[src/rtl/ysyx_23060240_ifu_pkg.sv]
// Shared constants for the instruction fetch unit: widths, filler instruction,
// FSM encoding and instruction-bus response codes.
package ysyx_23060240_ifu_pkg;

  localparam int          XLEN     = 32;
  localparam logic [31:0] NOP_INST = 32'h0000_0013;  // addi x0,x0,0

  localparam logic [2:0] S_IDLE = 3'd0;
  localparam logic [2:0] S_REQ  = 3'd1;
  localparam logic [2:0] S_WAIT = 3'd2;
  localparam logic [2:0] S_HOLD = 3'd3;
  localparam logic [2:0] S_DROP = 3'd4;

  localparam logic RESP_OKAY = 1'b0;
  localparam logic RESP_ERR  = 1'b1;

  function automatic logic pc_misaligned(input logic [XLEN-1:0] pc);
    return pc[1:0] != 2'b00;
  endfunction

endpackage

[src/rtl/ysyx_23060240_ifu_if.sv]
// Fetch-side signal bundle: PC stage request, instruction bus read channels
// and the instruction handed to decode. The IFU takes the master modport.
interface ysyx_23060240_ifu_if;
  import ysyx_23060240_ifu_pkg::*;

  logic [XLEN-1:0] pc_i;
  logic            pc_valid_i;
  logic            pc_ready_o;
  logic            flush_i;

  logic            ar_valid_o;
  logic            ar_ready_i;
  logic [XLEN-1:0] ar_addr_o;
  logic            r_valid_i;
  logic            r_ready_o;
  logic [31:0]     r_data_i;
  logic            r_err_i;

  logic            inst_valid_o;
  logic            inst_ready_i;
  logic [31:0]     inst_o;
  logic [XLEN-1:0] inst_pc_o;
  logic            inst_fault_o;

  modport master (
    input  pc_i, pc_valid_i, flush_i,
    output pc_ready_o,
    output ar_valid_o, ar_addr_o, r_ready_o,
    input  ar_ready_i, r_valid_i, r_data_i, r_err_i,
    output inst_valid_o, inst_o, inst_pc_o, inst_fault_o,
    input  inst_ready_i
  );

  modport slave (
    output pc_i, pc_valid_i, flush_i,
    input  pc_ready_o,
    input  ar_valid_o, ar_addr_o, r_ready_o,
    output ar_ready_i, r_valid_i, r_data_i, r_err_i,
    input  inst_valid_o, inst_o, inst_pc_o, inst_fault_o,
    output inst_ready_i
  );

endinterface

[src/rtl/ysyx_23060240_ifu.sv]
// Instruction fetch unit: one outstanding single-beat read per PC, result held
// for decode until accepted; flush squashes in-flight work, responses still drained.
module ysyx_23060240_ifu
  import ysyx_23060240_ifu_pkg::*;
(
  input logic                clk,
  input logic                rst_n,
  ysyx_23060240_ifu_if.master bus
);

  logic [2:0]      state, state_nxt;
  logic [XLEN-1:0] req_pc;
  logic [31:0]     inst_q;
  logic [XLEN-1:0] inst_pc_q;
  logic            fault_q;

  logic pc_ready;
  logic take_req;
  logic take_mis;
  logic capture;

  // HOLD frees its slot on the decode handshake, so a new PC can enter back-to-back
  assign pc_ready = (state == S_IDLE) ||
                    ((state == S_HOLD) && bus.inst_ready_i && !bus.flush_i);

  assign take_req = pc_ready && bus.pc_valid_i && !pc_misaligned(bus.pc_i) && !bus.flush_i;
  assign take_mis = pc_ready && bus.pc_valid_i && pc_misaligned(bus.pc_i);
  assign capture  = (state == S_WAIT) && bus.r_valid_i && !bus.flush_i;

  always_comb begin
    state_nxt = state;
    case (state)
      S_IDLE: begin
        if (take_mis)      state_nxt = S_HOLD;
        else if (take_req) state_nxt = S_REQ;
      end
      S_REQ: begin
        if (bus.ar_ready_i) state_nxt = bus.flush_i ? S_DROP : S_WAIT;
        else if (bus.flush_i) state_nxt = S_IDLE;
      end
      S_WAIT: begin
        if (bus.flush_i)        state_nxt = bus.r_valid_i ? S_IDLE : S_DROP;
        else if (bus.r_valid_i) state_nxt = S_HOLD;
      end
      S_DROP: begin
        if (bus.r_valid_i) state_nxt = S_IDLE;
      end
      S_HOLD: begin
        if (bus.flush_i) state_nxt = S_IDLE;
        else if (bus.inst_ready_i) begin
          if (take_mis)      state_nxt = S_HOLD;
          else if (take_req) state_nxt = S_REQ;
          else               state_nxt = S_IDLE;
        end
      end
      default: state_nxt = S_IDLE;
    endcase
  end

  always_ff @(posedge clk) begin
    if (!rst_n) begin
      state     <= S_IDLE;
      req_pc    <= '0;
      inst_q    <= NOP_INST;
      inst_pc_q <= '0;
      fault_q   <= 1'b0;
    end else begin
      state <= state_nxt;
      if (take_req) req_pc <= bus.pc_i;
      if (take_mis) begin
        inst_q    <= NOP_INST;
        inst_pc_q <= bus.pc_i;
        fault_q   <= 1'b1;
      end else if (capture) begin
        inst_q    <= (bus.r_err_i == RESP_ERR) ? NOP_INST : bus.r_data_i;
        inst_pc_q <= req_pc;
        fault_q   <= (bus.r_err_i == RESP_ERR);
      end
    end
  end

  assign bus.pc_ready_o   = pc_ready;
  assign bus.ar_valid_o   = (state == S_REQ);
  // Only aligned PCs ever reach req_pc, so it is already a word address
  assign bus.ar_addr_o    = req_pc;
  assign bus.r_ready_o    = (state == S_WAIT) || (state == S_DROP);
  assign bus.inst_valid_o = (state == S_HOLD);
  assign bus.inst_o       = inst_q;
  assign bus.inst_pc_o    = inst_pc_q;
  assign bus.inst_fault_o = fault_q;

endmodule

[src/flat_wrapper.sv]
// flat-port wrapper written by rule: the top's interface ports become plain ports
module ysyx_23060240_ifu_flat import ysyx_23060240_ifu_pkg::*;
  (clk, rst_n, bus_pc_i, bus_pc_valid_i, bus_flush_i, bus_pc_ready_o, bus_ar_valid_o, bus_ar_addr_o, bus_r_ready_o, bus_ar_ready_i, bus_r_valid_i, bus_r_data_i, bus_r_err_i, bus_inst_valid_o, bus_inst_o, bus_inst_pc_o, bus_inst_fault_o, bus_inst_ready_i);
  ysyx_23060240_ifu_if bus_i ();
  input logic clk;
  input logic rst_n;
  input wire logic [$bits(bus_i.pc_i)-1:0] bus_pc_i;
  input wire logic [$bits(bus_i.pc_valid_i)-1:0] bus_pc_valid_i;
  input wire logic [$bits(bus_i.flush_i)-1:0] bus_flush_i;
  output wire logic [$bits(bus_i.pc_ready_o)-1:0] bus_pc_ready_o;
  output wire logic [$bits(bus_i.ar_valid_o)-1:0] bus_ar_valid_o;
  output wire logic [$bits(bus_i.ar_addr_o)-1:0] bus_ar_addr_o;
  output wire logic [$bits(bus_i.r_ready_o)-1:0] bus_r_ready_o;
  input wire logic [$bits(bus_i.ar_ready_i)-1:0] bus_ar_ready_i;
  input wire logic [$bits(bus_i.r_valid_i)-1:0] bus_r_valid_i;
  input wire logic [$bits(bus_i.r_data_i)-1:0] bus_r_data_i;
  input wire logic [$bits(bus_i.r_err_i)-1:0] bus_r_err_i;
  output wire logic [$bits(bus_i.inst_valid_o)-1:0] bus_inst_valid_o;
  output wire logic [$bits(bus_i.inst_o)-1:0] bus_inst_o;
  output wire logic [$bits(bus_i.inst_pc_o)-1:0] bus_inst_pc_o;
  output wire logic [$bits(bus_i.inst_fault_o)-1:0] bus_inst_fault_o;
  input wire logic [$bits(bus_i.inst_ready_i)-1:0] bus_inst_ready_i;
  assign bus_i.pc_i = bus_pc_i;
  assign bus_i.pc_valid_i = bus_pc_valid_i;
  assign bus_i.flush_i = bus_flush_i;
  assign bus_pc_ready_o = bus_i.pc_ready_o;
  assign bus_ar_valid_o = bus_i.ar_valid_o;
  assign bus_ar_addr_o = bus_i.ar_addr_o;
  assign bus_r_ready_o = bus_i.r_ready_o;
  assign bus_i.ar_ready_i = bus_ar_ready_i;
  assign bus_i.r_valid_i = bus_r_valid_i;
  assign bus_i.r_data_i = bus_r_data_i;
  assign bus_i.r_err_i = bus_r_err_i;
  assign bus_inst_valid_o = bus_i.inst_valid_o;
  assign bus_inst_o = bus_i.inst_o;
  assign bus_inst_pc_o = bus_i.inst_pc_o;
  assign bus_inst_fault_o = bus_i.inst_fault_o;
  assign bus_i.inst_ready_i = bus_inst_ready_i;
  ysyx_23060240_ifu u_core (.clk(clk), .rst_n(rst_n), .bus(bus_i));
endmodule
[config.mk]
export PLATFORM = sky130hd
export DESIGN_NAME = ysyx_23060240_ifu_flat
export DESIGN_NICKNAME = d
export VERILOG_FILES = /design/src/rtl/ysyx_23060240_ifu_pkg.sv /design/src/rtl/ysyx_23060240_ifu_if.sv /design/src/rtl/ysyx_23060240_ifu.sv /design/src/flat_wrapper.sv
export SDC_FILE = /design/constraint.sdc
export NUM_CORES = 1
export LEC_CHECK = 0
export BUFFER_PORTS_ARGS = -buffer_cell sky130_fd_sc_hd__buf_2
export CAP_MARGIN = 20
export CORE_UTILIZATION = 52
export CTS_CLUSTER_DIAMETER = 40
export DETAILED_ROUTE_END_ITERATION = 12
export HOLD_SLACK_MARGIN = 0.12
export PLACE_DENSITY_LB_ADDON = 0.25
export SYNTH_ARGS = -nofsm -noshare
export SYNTH_HDL_FRONTEND = slang
export SYNTH_SLANG_ARGS = --single-unit
[constraint.sdc]
create_clock -name clk -period 4.96 [get_ports clk]
set_input_delay 0.248 -clock clk [delete_from_list [all_inputs] [get_ports clk]]
set_output_delay 0.248 -clock clk [all_outputs]
set_load 0.005 [all_outputs]
-- Word-level counts from Yosys, hierarchy flattened
Cells that the tools add are included.
- register bits: 100
- bits in latches: 0
- memory bits (writable): 0
- memory bits (read-only): 0
- bits of input ports: 72
- output and inout port bits: 101
- logic and storage cells: 51
- memories kept: 0
- $add $sub $neg: 0
- $mul: 0
- div/mod/pow operators: 0
- order comparisons: 0
- eq/ne operators: 9
- shifts and indexed selects: 0
- multiplexer cells: 19
- bitwise operators: 1
- reductions and logical operators: 17
- operators by type and width (cell ; number):
    $mux 32 ; 3
    $mux 3 ; 12
    $pmux 3 s5 ; 1
    $logic_and 1x1->1 ; 8
    $eq 3x2->1 const B ; 2
    $ne 3x2->1 const B ; 2
    $reduce_and 5->1 ; 1
    $reduce_bool 2->1 ; 2
    $eq 3x1->1 const B ; 1
    $eq 3x3->1 const B ; 1
    $logic_not 3->1 ; 1
    $mux 1 ; 3
    $ne 3x1->1 const B ; 1
    $ne 3x3->1 const B ; 1
    $logic_not 1->1 ; 2
    $logic_or 1x1->1 ; 2
    $ne 2x2->1 const B ; 1
    $reduce_or 2->1 ; 1
    $not 1->1 ; 1

-- Depth between registers and ports, before layout
- depth in word-level cells: 12
- depth in mapped cells: 8
- mapped depth without buffers: 4

-- Least setup slack after synthesis
Ideal clock, no wire load.
- path kind: register -> register
- start: register u_core.state[0]
- end: register u_core.req_pc[10], in the netlist u_core.bus.ar_addr_o[10]
- library setup time: 0.123 ns
- arrival: 1.572 ns
- required time: 4.837 ns
- slack: 3.265 ns
- stages on the path, launching flop included: 6
- path buffers: 2
- period minus slack after synthesis: 1.695 ns
- cell sequence: dfxtp_1 buf_4 or2_2 a2111oi_4 clkbuf_2 o21ai_0
- word-level cells in the longest chain between the ends: 7
- elaborated cells between the ends (all ways): 8
- those cells by class: eq/ne (1); reduce/logical (7)
- RTL lines (element ; RTL line ; text):
    start: declaration ; ysyx_23060240_ifu.sv:11 ; logic [2:0] state, state_nxt;
    start signal: assignment ; ysyx_23060240_ifu.sv:68 ; state <= state_nxt;
    $eq 3x2->1 ; ysyx_23060240_ifu.sv:24 ; ((state == S_HOLD) && bus.inst_ready_i && !bus.flush_i);
    $logic_and 1x1->1 (2 in a row) ; ysyx_23060240_ifu.sv:24 ;
    $logic_or 1x1->1 (*) ; ysyx_23060240_ifu.sv:23 ; assign pc_ready = (state == S_IDLE) ||
    $logic_and 1x1->1 (*) (3 in a row) ; ysyx_23060240_ifu.sv:26 ; assign take_req = pc_ready && bus.pc_valid_i && !pc_misaligned(bus.pc_i) && !bus.flush_i;
    end signal: assignment ; ysyx_23060240_ifu.sv:69 ; if (take_req) req_pc <= bus.pc_i;
    end: declaration ; ysyx_23060240_ifu.sv:12 ; logic [XLEN-1:0] req_pc;
Mark *: on every way between the ends. The rest lies on a longest branch, timed or not.
A chain may end at the register's enable or synchronous reset.

-- Final worst setup path
- start: register u_core.state[1]
- end: register u_core.inst_q[14], in the netlist u_core.bus.inst_o[14]
- word-level cells in the longest chain between the ends: 7
- elaborated cells between the ends (all ways): 11
- those cells by class: eq/ne (2); reduce/logical (9)
- RTL lines (element ; RTL line ; text):
    $eq 3x2->1 ; ysyx_23060240_ifu.sv:24 ;
    $logic_and 1x1->1 (2 in a row) ; ysyx_23060240_ifu.sv:24 ;
    $logic_or 1x1->1 ; ysyx_23060240_ifu.sv:23 ;
    $logic_and 1x1->1 (2 in a row) ; ysyx_23060240_ifu.sv:27 ; assign take_mis = pc_ready && bus.pc_valid_i && pc_misaligned(bus.pc_i);
    $reduce_or 2->1 (no line) ; - ;
    end signal: assignment ; ysyx_23060240_ifu.sv:75 ; inst_q <= (bus.r_err_i == RESP_ERR) ? NOP_INST : bus.r_data_i;
    end: declaration ; ysyx_23060240_ifu.sv:13 ; logic [31:0] inst_q;
Several ways; a longest one is shown, not always the timed one.

==> results.md <==
- Outcome: finished clean
- Mean Syn Cell Area: 8.11 um^2
- R2R Path Start: u_core.state[1]
- Initial Util: 53.9%
- Clock Path Buffers: 2
- R2R cell count: 4
- Max-cap violations: 0
- Final HPWL DP: 7290 um
- Startpoint types: flip-flop
- CTS tree: yes
- Post-CTS Setup Repair Bufs: 0
- Gpl congestion: 0.828
- DR WL/cell: 14.4 um
- Part of the power in registers: 47.3%
- Fin crit share: 60.4%
- Max Fclk: 334 MHz
- Core Region: 7770 um^2
- Clock skew: 14.1 ps
- Most common cell in the netlist: nand2_1
- Crit path from: u_core.state[1]
- CP arrival: 3250 ps
- Net count after synthesis: 588
- Final Power: 1.93 mW
- Die area: 8410 um^2
- Comb power frac: 17.8%
- Die width: 91.7 um
- Tmin final: 2990 ps
- Crit path kind: flip-flop to flip-flop
- Hold_sp: bus_pc_i[27]
- Global-route wire length before repair: 17900 um
- Num ports: 173
- Number of remaining DRC errors: 0
- Hold worst-path end: u_core.bus.ar_addr_o[27]
- Vias in the first global route: 3737
- Largest net degree at the start of global routing: 63
- Synth async-reset ratio: 0%
- Element type at the critical path end: flip-flop
- Port Buffers: 172
- Worst VDD drop: 0.178 mV
- First-pass DRT Iterations: 5
- Final setup fails: 0
- Final TNS setup: 0 ps
- Total track usage: 26.4%
- Max_slew headroom: 32.6%
- Pint: 1.41 mW
- Largest cells by area after synthesis: dfxtp_1 (48%), nand2_1 (11%), a311oi_1 (6.1%)
- CTS clk-pin slew, worst paths: 90 ps
- Post-synth EDFFs: 0
- Die Y: 91.7 um
- Antenna diode count: 0
- TritonCTS Sinks: 100
- Power Dens Cells: 355 nW/um^2
- Layout cells sized above 1: 30.0%
- Clock Latency Late Sink: 360 ps
- RSZ-0062 raised after global routing: no
- Pleak: 2.31 nW
- Post-Syn Area: 4190 um^2
- Fin. max-slew vios: 0
- Worst-margin pin slew: 1010 ps
- R2r endpoint: u_core.bus.inst_o[14]
- Seq/Total Area, Yosys: 47.8%
- P&R area growth vs syn: 30.0%
- Clock network fraction of design power: 34.9%
- NetSw: 517 uW
- Top cells by instance count after synthesis: nand2_1 (123), dfxtp_1 (100), nor2_1 (39)
- Switching Share: 26.8%
- Flop-to-flop setup slack: 1970 ps
- Crit-path max FO: 62
- Final #Nets: 746
- Post-Synthesis Cells: 516
- WL final: 11300 um
- Global route total overflow: 0
- Clk root buf: clkbuf_8
- Synth top area share: 47.8%
- First DRT Iteration DRCs: 189
- Worst path required time: 5220 ps
- Yosys reg bits: 100
- Number of distinct library cells after synthesis: 39
- Via/cell ratio: 5.38
- Yosys warning count: 0
- Most used flip-flop cell after synthesis: dfxtp_1
- # rows: 32
- Synth area leader: dfxtp_1
- Worst min path class: input pin to flip-flop
- H-tree levels: 3
- Initial antenna violation count: 0
- Antenna violation net count after detailed routing: 0
- Hold Crit Depth: 3
- Post-CTS sizing: 0
- Final Hold Viols: 0
- Vias: 4204
- Inserted Clock Buffers: 9
==> cells by family after synthesis <==
group                     after synthesis  synth area share, %
AOI/OAI and AO/OA                     117                 18.4
xor gates and xnor gates                1                0.209
buffers and inverters                  53                 6.34
DFF                                   100                 47.8
muxes                                   1                0.239
and+or+nand+nor                       244                 27.0
==> worst max-delay path: stages, from the launching register on <==
cell and delay, ps:
dfxtp_1 610, or2_2 260, a211o_2 810, nand2_1 810, a21oi_1 360
==> registers in the layout, indices dropped and copies added, names as in the netlist <==
register,cells
u_core.bus.ar_addr_o,32
u_core.bus.inst_o,32
u_core.bus.inst_pc_o,32
u_core.state,3
u_core.bus.inst_fault_o,1
==> metrics by stage <==
step                hold WS [ps]  utilization, %  area [um^2]  setup slack [ps]  cells
finish                       135            70.1         5440              1970    781
global placement             435            63.9         4960              2140    745
detailed placement           442            64.1         4980              2000    746
global route                 137            70.1         5440              1680    781
floorplan                    378               -         4190              3270    516
CTS                          120            69.9         5430              1950    780
==> placed cells by master (no fill, tap or decap), drive strengths merged, types with 3 or more instances in the layout <==
cell type    netlist  final
dfxtp            100    100
buf               21    178
clkbuf            28     10
and3               4      4
a311oi            30     30
a21oi             33     33
nor2              39     39
nand2            123    123
o21ai             38     38
bufinv             0      4
nand3b            30     30
nor3               5      5
nand3             34     34
inv                4      4
a211oi             3      3
dlygate4sd3        0     18
==> power by group through the flow <==
| stage | Sequential, mW | Combinational, mW | Clock, mW |
|---|---|---|---|
| after CTS | 0.911 | 0.343 | 0.687 |
| after detailed placement | 0.929 | 0.331 | 0 |
| after global routing | 0.920 | 0.382 | 0.718 |
| after global placement | 0.926 | 0.322 | 0 |
| after floorplan | 0.920 | 0.213 | 0 |
| final | 0.913 | 0.344 | 0.675 |
==> cell type report <==
| type | count | area (um^2) |
|---|---|---|
| Fill cell | 665 | 2320 |
| Sequential cell | 100 | 2000 |
| Multi-Input combinational cell | 363 | 1920 |
| Timing Repair Buffer | 196 | 1100 |
| Clock buffer | 10 | 138 |
| Clock inverter | 6 | 135 |
| Tap cell | 102 | 128 |
| Inverter | 4 | 15.0 |
==> worst max-delay path by stage <==
stage / endpoint / slack, ps / depth (start not counted)
after CTS: u_core.bus.inst_o[14] / 1950 / 4
final: u_core.bus.inst_o[14] / 1970 / 4
after global routing: u_core.bus.inst_o[14] / 1680 / 4
after floorplan: u_core.bus.ar_addr_o[10] / 3270 / 5
after detailed placement: u_core.bus.inst_o[14] / 2000 / 4
after global placement: u_core.bus.inst_o[11] / 2140 / 4
==> per-layer routing <==
layer,global-route usage (%),up-vias,routed length [um]
li1,-,2093,-
met4,10.3,0,175
met5,0,-,0
met1,34.2,1941,4910
met3,6.14,14,828
met2,42.7,156,5370
==> timing repair <==
item / in CTS / in global routing
endpoints found under the setup margin: 0 / 0
endpoints found under the hold margin: 18 / 0
hold buffers: 18 / 0
No activity file was read; power rests on OpenSTA's default activity.
